File: config.mk
export PLATFORM = sky130hd
export DESIGN_NAME = ex_operand_stage_flat
export DESIGN_NICKNAME = d
export VERILOG_FILES = /design/src/rtl/ex_operand_stage_if.sv /design/src/rtl/ex_operand_stage.sv /design/src/flat_wrapper.sv
export SDC_FILE = /design/constraint.sdc
export NUM_CORES = 1
export LEC_CHECK = 0
export ABC_AREA = 1
export BUFFER_PORTS_ARGS = -buffer_cell sky130_fd_sc_hd__buf_4
export CORE_AREA = 2 2 245 247
export CTS_CLUSTER_SIZE = 25
export DETAILED_ROUTE_END_ITERATION = 8
export DIE_AREA = 0 0 247 249
export GPL_TIMING_DRIVEN = 0
export SYNTH_ARGS = -nofsm -noshare
export SYNTH_HDL_FRONTEND = slang
export SYNTH_SLANG_ARGS = --single-unit
File: constraint.sdc
create_clock -name clk -period 16 [get_ports clk]
set_clock_uncertainty 0.15 [all_clocks]
set_input_delay 2.4 -clock clk [delete_from_list [all_inputs] [get_ports clk]]
set_output_delay 2.4 -clock clk [all_outputs]
set_load 0.05 [all_outputs]
File: src/rtl/ex_operand_stage_if.sv
// Handshake and data bundle between decode, the ID/EX operand stage and EX.
// Also carries the MEM/WB forwarding taps and the EX load tag.
interface ex_operand_stage_if #(
    parameter int XLEN     = 64,
    parameter int REG_AW   = 5,
    parameter int ALU_OP_W = 5
);
    logic                in_valid;
    logic                in_ready;
    logic [XLEN-1:0]     in_pc;
    logic [REG_AW-1:0]   in_rs1_idx;
    logic [REG_AW-1:0]   in_rs2_idx;
    logic [XLEN-1:0]     in_rs1_val;
    logic [XLEN-1:0]     in_rs2_val;
    logic [XLEN-1:0]     in_imm;
    logic                in_a_sel;
    logic                in_b_sel;
    logic [ALU_OP_W-1:0] in_alu_op;
    logic [REG_AW-1:0]   in_rd;
    logic                in_we;
    logic                in_is_load;

    logic                mem_fwd_valid;
    logic [REG_AW-1:0]   mem_fwd_rd;
    logic [XLEN-1:0]     mem_fwd_data;
    logic                wb_fwd_valid;
    logic [REG_AW-1:0]   wb_fwd_rd;
    logic [XLEN-1:0]     wb_fwd_data;
    logic                ex_load_valid;
    logic [REG_AW-1:0]   ex_load_rd;

    logic                out_valid;
    logic                out_ready;
    logic [XLEN-1:0]     out_a;
    logic [XLEN-1:0]     out_b;
    logic [ALU_OP_W-1:0] out_alu_op;
    logic [REG_AW-1:0]   out_rd;
    logic                out_we;
    logic                out_is_load;
    logic [XLEN-1:0]     out_store_data;

    modport master (
        output in_valid, in_pc, in_rs1_idx, in_rs2_idx,
        output in_rs1_val, in_rs2_val, in_imm,
        output in_a_sel, in_b_sel, in_alu_op,
        output in_rd, in_we, in_is_load,
        output mem_fwd_valid, mem_fwd_rd, mem_fwd_data,
        output wb_fwd_valid, wb_fwd_rd, wb_fwd_data,
        output ex_load_valid, ex_load_rd,
        output out_ready,
        input  in_ready,
        input  out_valid, out_a, out_b, out_alu_op,
        input  out_rd, out_we, out_is_load, out_store_data
    );

    modport slave (
        input  in_valid, in_pc, in_rs1_idx, in_rs2_idx,
        input  in_rs1_val, in_rs2_val, in_imm,
        input  in_a_sel, in_b_sel, in_alu_op,
        input  in_rd, in_we, in_is_load,
        input  mem_fwd_valid, mem_fwd_rd, mem_fwd_data,
        input  wb_fwd_valid, wb_fwd_rd, wb_fwd_data,
        input  ex_load_valid, ex_load_rd,
        input  out_ready,
        output in_ready,
        output out_valid, out_a, out_b, out_alu_op,
        output out_rd, out_we, out_is_load, out_store_data
    );
endinterface

File: src/rtl/ex_operand_stage.sv
// ID/EX operand register ahead of the RV64 ALU, with MEM/WB forwarding.
// Define EX_OPERAND_STATS_EN to add the fwd_cnt/stall_cnt counters.
module ex_operand_stage #(
    parameter int XLEN     = 64,
    parameter int REG_AW   = 5,
    parameter int ALU_OP_W = 5
) (
    input  logic clk,
    input  logic rst,
    input  logic flush,
    ex_operand_stage_if.slave io
`ifdef EX_OPERAND_STATS_EN
    ,
    output logic [31:0] fwd_cnt,
    output logic [31:0] stall_cnt
`endif
);

    typedef struct packed {
        logic [XLEN-1:0]     pc;
        logic [REG_AW-1:0]   rs1_idx;
        logic [REG_AW-1:0]   rs2_idx;
        logic [XLEN-1:0]     rs1v;
        logic [XLEN-1:0]     rs2v;
        logic [XLEN-1:0]     imm;
        logic                a_sel;
        logic                b_sel;
        logic [ALU_OP_W-1:0] alu_op;
        logic [REG_AW-1:0]   rd;
        logic                we;
        logic                is_load;
    } held_t;

    held_t pl_q, pl_d;
    logic  valid_q, valid_d;
    logic  hz, rdy, cap;

    function automatic logic fwd_hit(input logic [REG_AW-1:0] idx);
        return (idx != '0) &&
               ((io.mem_fwd_valid && io.mem_fwd_rd == idx) ||
                (io.wb_fwd_valid && io.wb_fwd_rd == idx));
    endfunction

    // x0 reads as zero even if a producer claims to write it
    function automatic logic [XLEN-1:0] fwd(
        input logic [REG_AW-1:0] idx,
        input logic [XLEN-1:0]   raw
    );
        if (idx == '0)
            return '0;
        if (io.mem_fwd_valid && io.mem_fwd_rd == idx)
            return io.mem_fwd_data;
        if (io.wb_fwd_valid && io.wb_fwd_rd == idx)
            return io.wb_fwd_data;
        return raw;
    endfunction

    always_comb begin
        hz = io.in_valid && io.ex_load_valid &&
             (io.ex_load_rd != '0) &&
             ((io.in_rs1_idx == io.ex_load_rd && !io.in_a_sel) ||
              (io.in_rs2_idx == io.ex_load_rd));
        rdy = !hz && (!valid_q || io.out_ready) && !flush;
        cap = io.in_valid && rdy;
        pl_d    = pl_q;
        valid_d = valid_q;
        if (flush) begin
            valid_d = 1'b0;
        end else if (cap) begin
            pl_d.pc      = io.in_pc;
            pl_d.rs1_idx = io.in_rs1_idx;
            pl_d.rs2_idx = io.in_rs2_idx;
            pl_d.rs1v    = fwd(io.in_rs1_idx, io.in_rs1_val);
            pl_d.rs2v    = fwd(io.in_rs2_idx, io.in_rs2_val);
            pl_d.imm     = io.in_imm;
            pl_d.a_sel   = io.in_a_sel;
            pl_d.b_sel   = io.in_b_sel;
            pl_d.alu_op  = io.in_alu_op;
            pl_d.rd      = io.in_rd;
            pl_d.we      = io.in_we;
            pl_d.is_load = io.in_is_load;
            valid_d      = 1'b1;
        end else if (valid_q && io.out_ready) begin
            valid_d = 1'b0;
        end else if (valid_q) begin
            // keep snooping so results retiring during a stall are not lost
            pl_d.rs1v = fwd(pl_q.rs1_idx, pl_q.rs1v);
            pl_d.rs2v = fwd(pl_q.rs2_idx, pl_q.rs2v);
        end
    end

    always_ff @(posedge clk or posedge rst) begin
        if (rst) begin
            pl_q    <= '0;
            valid_q <= 1'b0;
        end else begin
            pl_q    <= pl_d;
            valid_q <= valid_d;
        end
    end

    assign io.in_ready       = rdy;
    assign io.out_valid      = valid_q;
    assign io.out_a          = pl_q.a_sel ? pl_q.pc : pl_q.rs1v;
    assign io.out_b          = pl_q.b_sel ? pl_q.imm : pl_q.rs2v;
    assign io.out_alu_op     = pl_q.alu_op;
    assign io.out_rd         = pl_q.rd;
    assign io.out_we         = pl_q.we;
    assign io.out_is_load    = pl_q.is_load;
    assign io.out_store_data = pl_q.rs2v;

`ifdef EX_OPERAND_STATS_EN
    logic [31:0] fwd_cnt_q, fwd_cnt_d;
    logic [31:0] stall_cnt_q, stall_cnt_d;
    logic        h1, h2;

    always_comb begin
        h1 = cap && fwd_hit(io.in_rs1_idx);
        h2 = cap && fwd_hit(io.in_rs2_idx);
        fwd_cnt_d   = fwd_cnt_q + {31'b0, h1} + {31'b0, h2};
        stall_cnt_d = stall_cnt_q + {31'b0, io.in_valid && !rdy};
    end

    always_ff @(posedge clk or posedge rst) begin
        if (rst) begin
            fwd_cnt_q   <= '0;
            stall_cnt_q <= '0;
        end else begin
            fwd_cnt_q   <= fwd_cnt_d;
            stall_cnt_q <= stall_cnt_d;
        end
    end

    assign fwd_cnt   = fwd_cnt_q;
    assign stall_cnt = stall_cnt_q;
`endif

endmodule

File: src/flat_wrapper.sv
// flat-port wrapper written by rule: the top's interface ports become plain ports
module ex_operand_stage_flat 
#(
    parameter int XLEN     = 64,
    parameter int REG_AW   = 5,
    parameter int ALU_OP_W = 5
)
  (clk, rst, flush, io_in_valid, io_in_pc, io_in_rs1_idx, io_in_rs2_idx, io_in_rs1_val, io_in_rs2_val, io_in_imm, io_in_a_sel, io_in_b_sel, io_in_alu_op, io_in_rd, io_in_we, io_in_is_load, io_mem_fwd_valid, io_mem_fwd_rd, io_mem_fwd_data, io_wb_fwd_valid, io_wb_fwd_rd, io_wb_fwd_data, io_ex_load_valid, io_ex_load_rd, io_out_ready, io_in_ready, io_out_valid, io_out_a, io_out_b, io_out_alu_op, io_out_rd, io_out_we, io_out_is_load, io_out_store_data);
  ex_operand_stage_if #(.XLEN(XLEN), .REG_AW(REG_AW), .ALU_OP_W(ALU_OP_W)) io_i ();
  input  logic clk;
  input  logic rst;
  input  logic flush;
  input wire logic [$bits(io_i.in_valid)-1:0] io_in_valid;
  input wire logic [$bits(io_i.in_pc)-1:0] io_in_pc;
  input wire logic [$bits(io_i.in_rs1_idx)-1:0] io_in_rs1_idx;
  input wire logic [$bits(io_i.in_rs2_idx)-1:0] io_in_rs2_idx;
  input wire logic [$bits(io_i.in_rs1_val)-1:0] io_in_rs1_val;
  input wire logic [$bits(io_i.in_rs2_val)-1:0] io_in_rs2_val;
  input wire logic [$bits(io_i.in_imm)-1:0] io_in_imm;
  input wire logic [$bits(io_i.in_a_sel)-1:0] io_in_a_sel;
  input wire logic [$bits(io_i.in_b_sel)-1:0] io_in_b_sel;
  input wire logic [$bits(io_i.in_alu_op)-1:0] io_in_alu_op;
  input wire logic [$bits(io_i.in_rd)-1:0] io_in_rd;
  input wire logic [$bits(io_i.in_we)-1:0] io_in_we;
  input wire logic [$bits(io_i.in_is_load)-1:0] io_in_is_load;
  input wire logic [$bits(io_i.mem_fwd_valid)-1:0] io_mem_fwd_valid;
  input wire logic [$bits(io_i.mem_fwd_rd)-1:0] io_mem_fwd_rd;
  input wire logic [$bits(io_i.mem_fwd_data)-1:0] io_mem_fwd_data;
  input wire logic [$bits(io_i.wb_fwd_valid)-1:0] io_wb_fwd_valid;
  input wire logic [$bits(io_i.wb_fwd_rd)-1:0] io_wb_fwd_rd;
  input wire logic [$bits(io_i.wb_fwd_data)-1:0] io_wb_fwd_data;
  input wire logic [$bits(io_i.ex_load_valid)-1:0] io_ex_load_valid;
  input wire logic [$bits(io_i.ex_load_rd)-1:0] io_ex_load_rd;
  input wire logic [$bits(io_i.out_ready)-1:0] io_out_ready;
  output wire logic [$bits(io_i.in_ready)-1:0] io_in_ready;
  output wire logic [$bits(io_i.out_valid)-1:0] io_out_valid;
  output wire logic [$bits(io_i.out_a)-1:0] io_out_a;
  output wire logic [$bits(io_i.out_b)-1:0] io_out_b;
  output wire logic [$bits(io_i.out_alu_op)-1:0] io_out_alu_op;
  output wire logic [$bits(io_i.out_rd)-1:0] io_out_rd;
  output wire logic [$bits(io_i.out_we)-1:0] io_out_we;
  output wire logic [$bits(io_i.out_is_load)-1:0] io_out_is_load;
  output wire logic [$bits(io_i.out_store_data)-1:0] io_out_store_data;
  assign io_i.in_valid = io_in_valid;
  assign io_i.in_pc = io_in_pc;
  assign io_i.in_rs1_idx = io_in_rs1_idx;
  assign io_i.in_rs2_idx = io_in_rs2_idx;
  assign io_i.in_rs1_val = io_in_rs1_val;
  assign io_i.in_rs2_val = io_in_rs2_val;
  assign io_i.in_imm = io_in_imm;
  assign io_i.in_a_sel = io_in_a_sel;
  assign io_i.in_b_sel = io_in_b_sel;
  assign io_i.in_alu_op = io_in_alu_op;
  assign io_i.in_rd = io_in_rd;
  assign io_i.in_we = io_in_we;
  assign io_i.in_is_load = io_in_is_load;
  assign io_i.mem_fwd_valid = io_mem_fwd_valid;
  assign io_i.mem_fwd_rd = io_mem_fwd_rd;
  assign io_i.mem_fwd_data = io_mem_fwd_data;
  assign io_i.wb_fwd_valid = io_wb_fwd_valid;
  assign io_i.wb_fwd_rd = io_wb_fwd_rd;
  assign io_i.wb_fwd_data = io_wb_fwd_data;
  assign io_i.ex_load_valid = io_ex_load_valid;
  assign io_i.ex_load_rd = io_ex_load_rd;
  assign io_i.out_ready = io_out_ready;
  assign io_in_ready = io_i.in_ready;
  assign io_out_valid = io_i.out_valid;
  assign io_out_a = io_i.out_a;
  assign io_out_b = io_i.out_b;
  assign io_out_alu_op = io_i.out_alu_op;
  assign io_out_rd = io_i.out_rd;
  assign io_out_we = io_i.out_we;
  assign io_out_is_load = io_i.out_is_load;
  assign io_out_store_data = io_i.out_store_data;
  ex_operand_stage #(.XLEN(XLEN), .REG_AW(REG_AW), .ALU_OP_W(ALU_OP_W)) u_core (.clk(clk), .rst(rst), .flush(flush), .io(io_i));
endmodule
; Word level (Yosys, flattened, before mapping)
; Index checks and enable logic that the tools add are counted.
[totals]
reg_bits = 281
input_bits = 431
out_inout_bits = 206
wordCells = 151
[classes]
eq_ne = 11
mux = 92
bitwise_logic = 1
n_reduce_logical = 34
[op_table]
columns = operator, count
row1 = 64-bit two-way mux, 26
row2 = 128-bit two-way mux, 3
row3 = 1-bit two-way mux, 63
row4 = 5-bit == test, 10
row5 = 5-bit zero test, 4
row6 = 1-bit logical AND, 16
row7 = 4-bit AND reduction, 2
row8 = 4-bit nonzero test, 2
row9 = 5-bit nonzero test, 1
row10 = 1-bit zero test, 4
row11 = 3-bit nonzero test, 1
row12 = 1-bit logical OR, 2
row13 = 2-bit by 1-bit inequality test with 1-bit output (second input constant), 1
row14 = 2-bit AND reduction, 1
row15 = 2-bit nonzero test, 1
row16 = 1-bit inverter, 1

; Depth between registers and ports, before layout
; Gate-level depths: netlist (run 1).
[logic_depth]
depth_word = 27
depth_mapped = 15

; Worst setup path after synthesis (run 1)
; Ideal clock, no wire load.
[synth_path]
path_type = input to output
startpoint = input io_in_rs2_idx[2]
endpoint = output io_in_ready
arrival_ns = 3.537
required_ns = 13.450
setup_slack_ns = 9.913
path_stages = 9
cell_sequence = inv_1 -> nand2_1 -> nand2_1 -> nor2_1 -> nand3_1 -> nand2_1 -> nand2_1 -> nand2_1 -> nor2_1
[synth_via]
elab_chain_len = 6
[synth_rtl]
columns = item, line
row1 = "start, declared", flat_wrapper.sv:16  ; input wire logic [$bits(io_i.in_rs2_idx)-1:0] io_in_rs2_idx;
row2 = 5-bit == test, ex_operand_stage.sv:62  ; (io.in_rs2_idx == io.ex_load_rd));
row3 = 1-bit logical OR, ex_operand_stage.sv:61  ; ((io.in_rs1_idx == io.ex_load_rd && !io.in_a_sel) ||
row4 = 1-bit logical AND, ex_operand_stage.sv:60  ; (io.ex_load_rd != '0) &&
row5 = 1-bit zero test, ex_operand_stage.sv:63  ; rdy = !hz && (!valid_q || io.out_ready) && !flush;
row6 = 1-bit logical AND (2 in a row), ex_operand_stage.sv:63
row7 = "end, declared", flat_wrapper.sv:35  ; output wire logic [$bits(io_i.in_ready)-1:0] io_in_ready;
; No other way between the ends.

; Final worst setup path (run 1)
; Same ends and word-level chain as after synthesis.

==> results.json, run 1 <==
{
  "status": "complete, no violations",
  "fin_crit_sh": 0.382,
  "gp_congestion": 0.990,
  "hold_class": "flip-flop to flip-flop",
  "cts.repair.resized": 0,
  "final_cell_mix": "1392 x nand2_1, 725 x buf_4, 383 x nand4_1, 281 x dfrtp_1, 240 x o21ai_0",
  "num_io_pins": 637,
  "detail_route.wl_per_cell_um": 22.1,
  "path_clk_slew_ns": 0.05,
  "crit_type": "input port to output port",
  "setup_viol": 0,
  "slew_headroom": 0.0222,
  "cts_root_buf": "clkbuf_16",
  "area_delta_synth_final_pct": 31.5,
  "hold_buffers": 0,
  "cts_tree": "built",
  "portBuffers": 634,
  "worstSkewPairLatency_ns": 0.56,
  "synth_top_area_frac": 0.320,
  "nets": 4545,
  "tightest_slew_ns": 1.47,
  "yosys-top-cells-area": "dfrtp_1 32%, nand2_1 24%, nand4_1 11%, mux2_2 6.6%, o21ai_0 5.5%",
  "setup_tns_ns": 0,
  "avgSynthCellArea_um2": 6.39,
  "yosys.area.top_type": "dfrtp_1",
  "die_area_mm2": 0.0615,
  "num-fill-cells": 6251,
  "clockBufferDepth": 3,
  "grtUsageTotal": 0.343,
  "holdWs_ns": 0.325,
  "fmax_mhz": 164,
  "crit_required_ns": 13.45,
  "period_needed_ns": 6.11,
  "power_density_mw_per_mm2": 109,
  "maxCapViolations": 0,
  "num_rows": 89,
  "ys_ff_latch": 281,
  "htreeDepth": 2,
  "core_area_mm2": 0.0587,
  "ant_nets": 0,
  "post-cts-setup-buffer-count": 0,
  "synth.net_count": 3871,
  "antenna_found_initial": 14,
  "endpoint_kind": "output port",
  "p_leak_nw": 15.9,
  "dp.final_hpwl_mm": 82.2,
  "cp_max_fo": 5,
  "mostFrequentLayoutCell": "nand2_1",
  "route.detailed.drc": 0,
  "yosysUniqueCellTypes": 27,
  "yosysSeqAreaShare": 0.320,
  "r2r_cells": 13,
  "grt_overflow": 0,
  "whs_path_depth": 2,
  "cts_sinks": 281,
  "cp.arrival_ns": 3.56,
  "synth_area_mm2": 0.0220,
  "drt_iter0_drc": 2205,
  "max-vdd-ir-drop_uv": 87.1,
  "vias": 26109,
  "grt_setup_unrepaired": "false",
  "finalHoldViolCount": 0,
  "grt_max_degree": 106,
  "routed_wl_mm": 109,
  "maxSlewViolCount": 0,
  "drive_gt1_frac": 0.254,
  "yosysWarnings": 0,
  "start_util": 0.375,
  "die_x_um": 247,
  "cts-buffers-inserted": 36,
  "die_height_um": 249,
  "grt_pass1_vias": 25254,
  "total_power_mw": 3.16,
  "firstDrtPassIters": 6,
  "netlist_instances": 3440,
  "grt_first_pass_wirelength_mm": 159,
  "vias_per_cell": 5.31,
  "critPathLaunchType": "input port"
}
[logic make-up after synthesis]
| kind of cell | after synthesis | synth area share |
|---|---|---|
| simple gates | 2106 | 0.415 |
| xor+xnor | 3 | 0.00119 |
| flops | 281 | 0.320 |
| mux | 128 | 0.0655 |
| compound gates | 306 | 0.0704 |
| buf+inv | 616 | 0.128 |
[critical path: stages]
cell and delay (ns):
buf_4 0.13, inv_1 0.17, nand2_1 0.07, nand2_1 0.06
nor2_1 0.05, nand3_1 0.07, nand2_1 0.05, nand2_1 0.16
nand2_1 0.08, nor2_1 0.09, buf_4 0.22
[final cells by class]
type                       instances  area [um^2]  area share
multi-input combinational       2543        12200       0.420
sequential                       281         7030       0.243
timing repair buffer             636         4810       0.166
buffer                           358         1840      0.0638
clock buffer                      54         1040      0.0359
inverter                         258          976      0.0337
tap                              773          967      0.0334
clock inverter                     9         81.3     0.00281
antenna                            9         22.5    0.000779
[synthesized netlist by cell type]
| master | count |
|---|---|
| clkbuf_1 | 137 |
| nand3_1 | 156 |
| buf_2 | 114 |
| buf_4 | 91 |
| nand4_1 | 383 |
| nor3_1 | 3 |
| o211a_1 | 1 |
| o21ai_1 | 51 |
| a21oi_1 | 7 |
| inv_1 | 240 |
| buf_1 | 14 |
| buf_6 | 2 |
| o21ai_2 | 1 |
| o21ai_0 | 240 |
| nand2_2 | 2 |
| nand3_2 | 4 |
| nor2_1 | 159 |
| mux2_2 | 128 |
| nor2_4 | 5 |
| dfrtp_1 | 281 |
| xnor2_1 | 3 |
| nor2_2 | 1 |
| o22ai_1 | 6 |
| inv_2 | 16 |
| clkinv_1 | 2 |
| and3_1 | 1 |
| nand2_1 | 1392 |
[power by group]
| part | switching (mW) | internal [mW] | leakage, nW |
|---|---|---|---|
| clock | 0.335 | 0.465 | 0.541 |
| sequential | 0.0963 | 0.838 | 3.63 |
| combinational | 0.948 | 0.476 | 11.7 |
| total | 1.38 | 1.78 | 15.9 |
[path summary, 6_finish.rpt]
kind                             startpoint                           end  slack (ns)
max reg2reg                u_core.pl_q[209]  u_core.io.out_store_data[38]       13.01
min reg2reg                u_core.pl_q[247]              u_core.pl_q[247]        0.33
min                        u_core.pl_q[247]              u_core.pl_q[247]        0.33
max in group asynchronous               rst              u_core.pl_q[212]       12.86
min in group asynchronous               rst               u_core.pl_q[18]        1.79
max                        io_in_rs2_idx[2]                   io_in_ready        9.89
[metal layers]
layer / track usage / wire (um)
met2: 0.557 / 49300
met5: 0 / 100
met3: 0.0807 / 10100
met4: 0.146 / 5160
met1: 0.435 / 44100
[state kept, by name, summed over array words and instances, names as in the netlist]
register,count
u_core.io.out_valid,1
u_core.io.out_alu_op,5
u_core.pl_q,204
u_core.io.out_is_load,1
u_core.io.out_store_data,64
u_core.io.out_rd,5
u_core.io.out_we,1
[through the flow]
| step | instance area, um^2 | worst slack [ns] | instances | utilization |
|---|---|---|---|---|
| 2_1_floorplan | 22000 | 5.70 | 3440 | - |
| 3_3_place_gp | 27700 | 1.85 | 4847 | 0.472 |
| 3_5_place_dp | 27800 | 9.90 | 4849 | 0.473 |
| 4_1_cts | 28900 | 9.90 | 4912 | 0.493 |
| 5_1_grt | 28900 | 9.81 | 4913 | 0.493 |
| 6_report | 28900 | 9.89 | 4921 | 0.493 |
Note: power is estimated with default switching activity, not from simulation.
==> run 2, diff against run 1 <==
==> constraint.sdc (replaced) <==
create_clock -name clk -period 6.4 [get_ports clk]
set_clock_uncertainty 0.15 [all_clocks]
set_input_delay 0.96 -clock clk [delete_from_list [all_inputs] [get_ports clk]]
set_output_delay 0.96 -clock clk [all_outputs]
set_load 0.05 [all_outputs]
==> results.json, run 2 (synthesis results as in run 1) <==
{
  "top_register": "u_core.pl_q",
  "routed_wl_mm": 110,
  "num_rows": 89,
  "fin_crit_sh": 0.648,
  "vias": 26430,
  "antenna_found_initial": 22,
  "start_util": 0.375,
  "setup_viol": 0,
  "r2r_cells": 13,
  "die_height_um": 249,
  "grt_overflow": 0,
  "max_stage_delay_ns": 0.73,
  "hold_class": "input port to asynchronous set/reset pin",
  "dp.final_hpwl_mm": 83.9,
  "nets": 4551,
  "grt_pass1_vias": 25407,
  "clockBufferDepth": 3,
  "crit_family": "buffers and inverters",
  "cts.repair.resized": 0,
  "power_density_mw_per_mm2": 273,
  "cp_max_fo": 11,
  "die_area_mm2": 0.0615,
  "grtUsageTotal": 0.347,
  "htreeDepth": 2,
  "largest_register_ffs": 204,
  "firstDrtPassIters": 6,
  "reg2reg_to": "u_core.pl_q[183]",
  "slew_headroom": 0.0521,
  "grt_first_pass_wirelength_mm": 160,
  "mostFrequentLayoutCell": "nand2_1",
  "cts_sinks": 281,
  "rrSetupSlack_ns": 3.43,
  "cts-buffers-inserted": 36,
  "cts_tree": "built",
  "crit_type": "flip-flop to output port",
  "num-fill-cells": 6375,
  "p_leak_nw": 15.9,
  "num_io_pins": 637,
  "worstSkewPairLatency_ns": 0.56,
  "cp_num_cells": 4,
  "final_cell_mix": "1392 x nand2_1, 725 x buf_4, 383 x nand4_1, 281 x dfrtp_1, 240 x o21ai_0",
  "place_ws_ns": 2.35,
  "tightest_slew_ns": 1.42,
  "critPathLaunchType": "flip-flop",
  "setup_slack_ns": 2.25,
  "maxCapViolations": 0,
  "holdWs_ns": 0.296,
  "cp-startpoint": "u_core.pl_q[12]",
  "area_delta_synth_final_pct": 31.9,
  "cts_root_buf": "clkbuf_16",
  "maxSlewViolCount": 0,
  "route.detailed.drc": 0,
  "core_area_mm2": 0.0587,
  "cp.arrival_ns": 3.04,
  "total_power_mw": 7.91,
  "ant_nets": 0,
  "endpoint_kind": "output port",
  "r2r_start": "u_core.pl_q[211]",
  "gp_congestion": 0.980,
  "period_needed_ns": 4.15,
  "setup_tns_ns": 0,
  "fmax_mhz": 241,
  "path_clk_slew_ns": 0.06,
  "hold_buffers": 0,
  "path_buf_inv": 3,
  "status": "complete, no violations",
  "drt_iter0_drc": 2341,
  "grt_setup_unrepaired": "false",
  "post-cts-setup-buffer-count": 0,
  "vias_per_cell": 5.37,
  "max-vdd-ir-drop_uv": 225,
  "die_x_um": 247,
  "detail_route.wl_per_cell_um": 22.4,
  "crit_slowest_cell": "clkbuf_1",
  "grt_max_degree": 40,
  "finalHoldViolCount": 0,
  "path_cells": "clkbuf_2, clkbuf_1, mux2_2, buf_4",
  "crit_path_end": "io_out_b[48]",
  "crit_required_ns": 5.29,
  "portBuffers": 634,
  "final_util": 0.494,
  "drive_gt1_frac": 0.256
}
run 2: area by class of cell:
class	count	area, um^2	area share
Antenna cell	8	20.0	0.000690
Buffer	358	1850	0.0636
Clock buffer	47	973	0.0336
Clock inverter	13	125	0.00431
Inverter	258	972	0.0335
Multi-Input combinational cell	2543	12200	0.419
Sequential cell	281	7030	0.242
Tap cell	773	967	0.0333
Timing Repair Buffer	642	4920	0.170
run 2: through the flow:
stage	instances	area (um^2)
CTS	4915	29000
global route	4917	29000
detailed placement	4855	27900
global placement	4847	27700
finish	4923	29000
floorplan	3440	22000
run 2: power by group:
group | switching, mW | internal (mW) | leakage, nW
registers | 0.242 | 2.09 | 3.63
clock network | 0.839 | 1.15 | 0.530
logic | 2.39 | 1.20 | 11.8
run 2: how the worst min path moves through the flow:
stage	from	end	slack [ns]	cells past startpoint
6_report	rst	u_core.pl_q[43]	0.30	2
5_1_grt	rst	u_core.pl_q[43]	0.32	2
4_1_cts	rst	u_core.pl_q[43]	0.29	2
3_5_place_dp	u_core.pl_q[185]	u_core.pl_q[185]	0.31	2
3_3_place_gp	u_core.pl_q[203]	u_core.pl_q[203]	0.31	2
2_1_floorplan	u_core.pl_q[142]	u_core.pl_q[142]	0.30	2
run 2: per-layer routing:
metal / wire (um) / vias to the layer above / GRT usage
li1: - / 12557 / -
met1: 44000 / 12261 / 0.436
met2: 50200 / 1294 / 0.562
met3: 10700 / 290 / 0.0896
met4: 5070 / 28 / 0.143
met5: 183 / - / 0
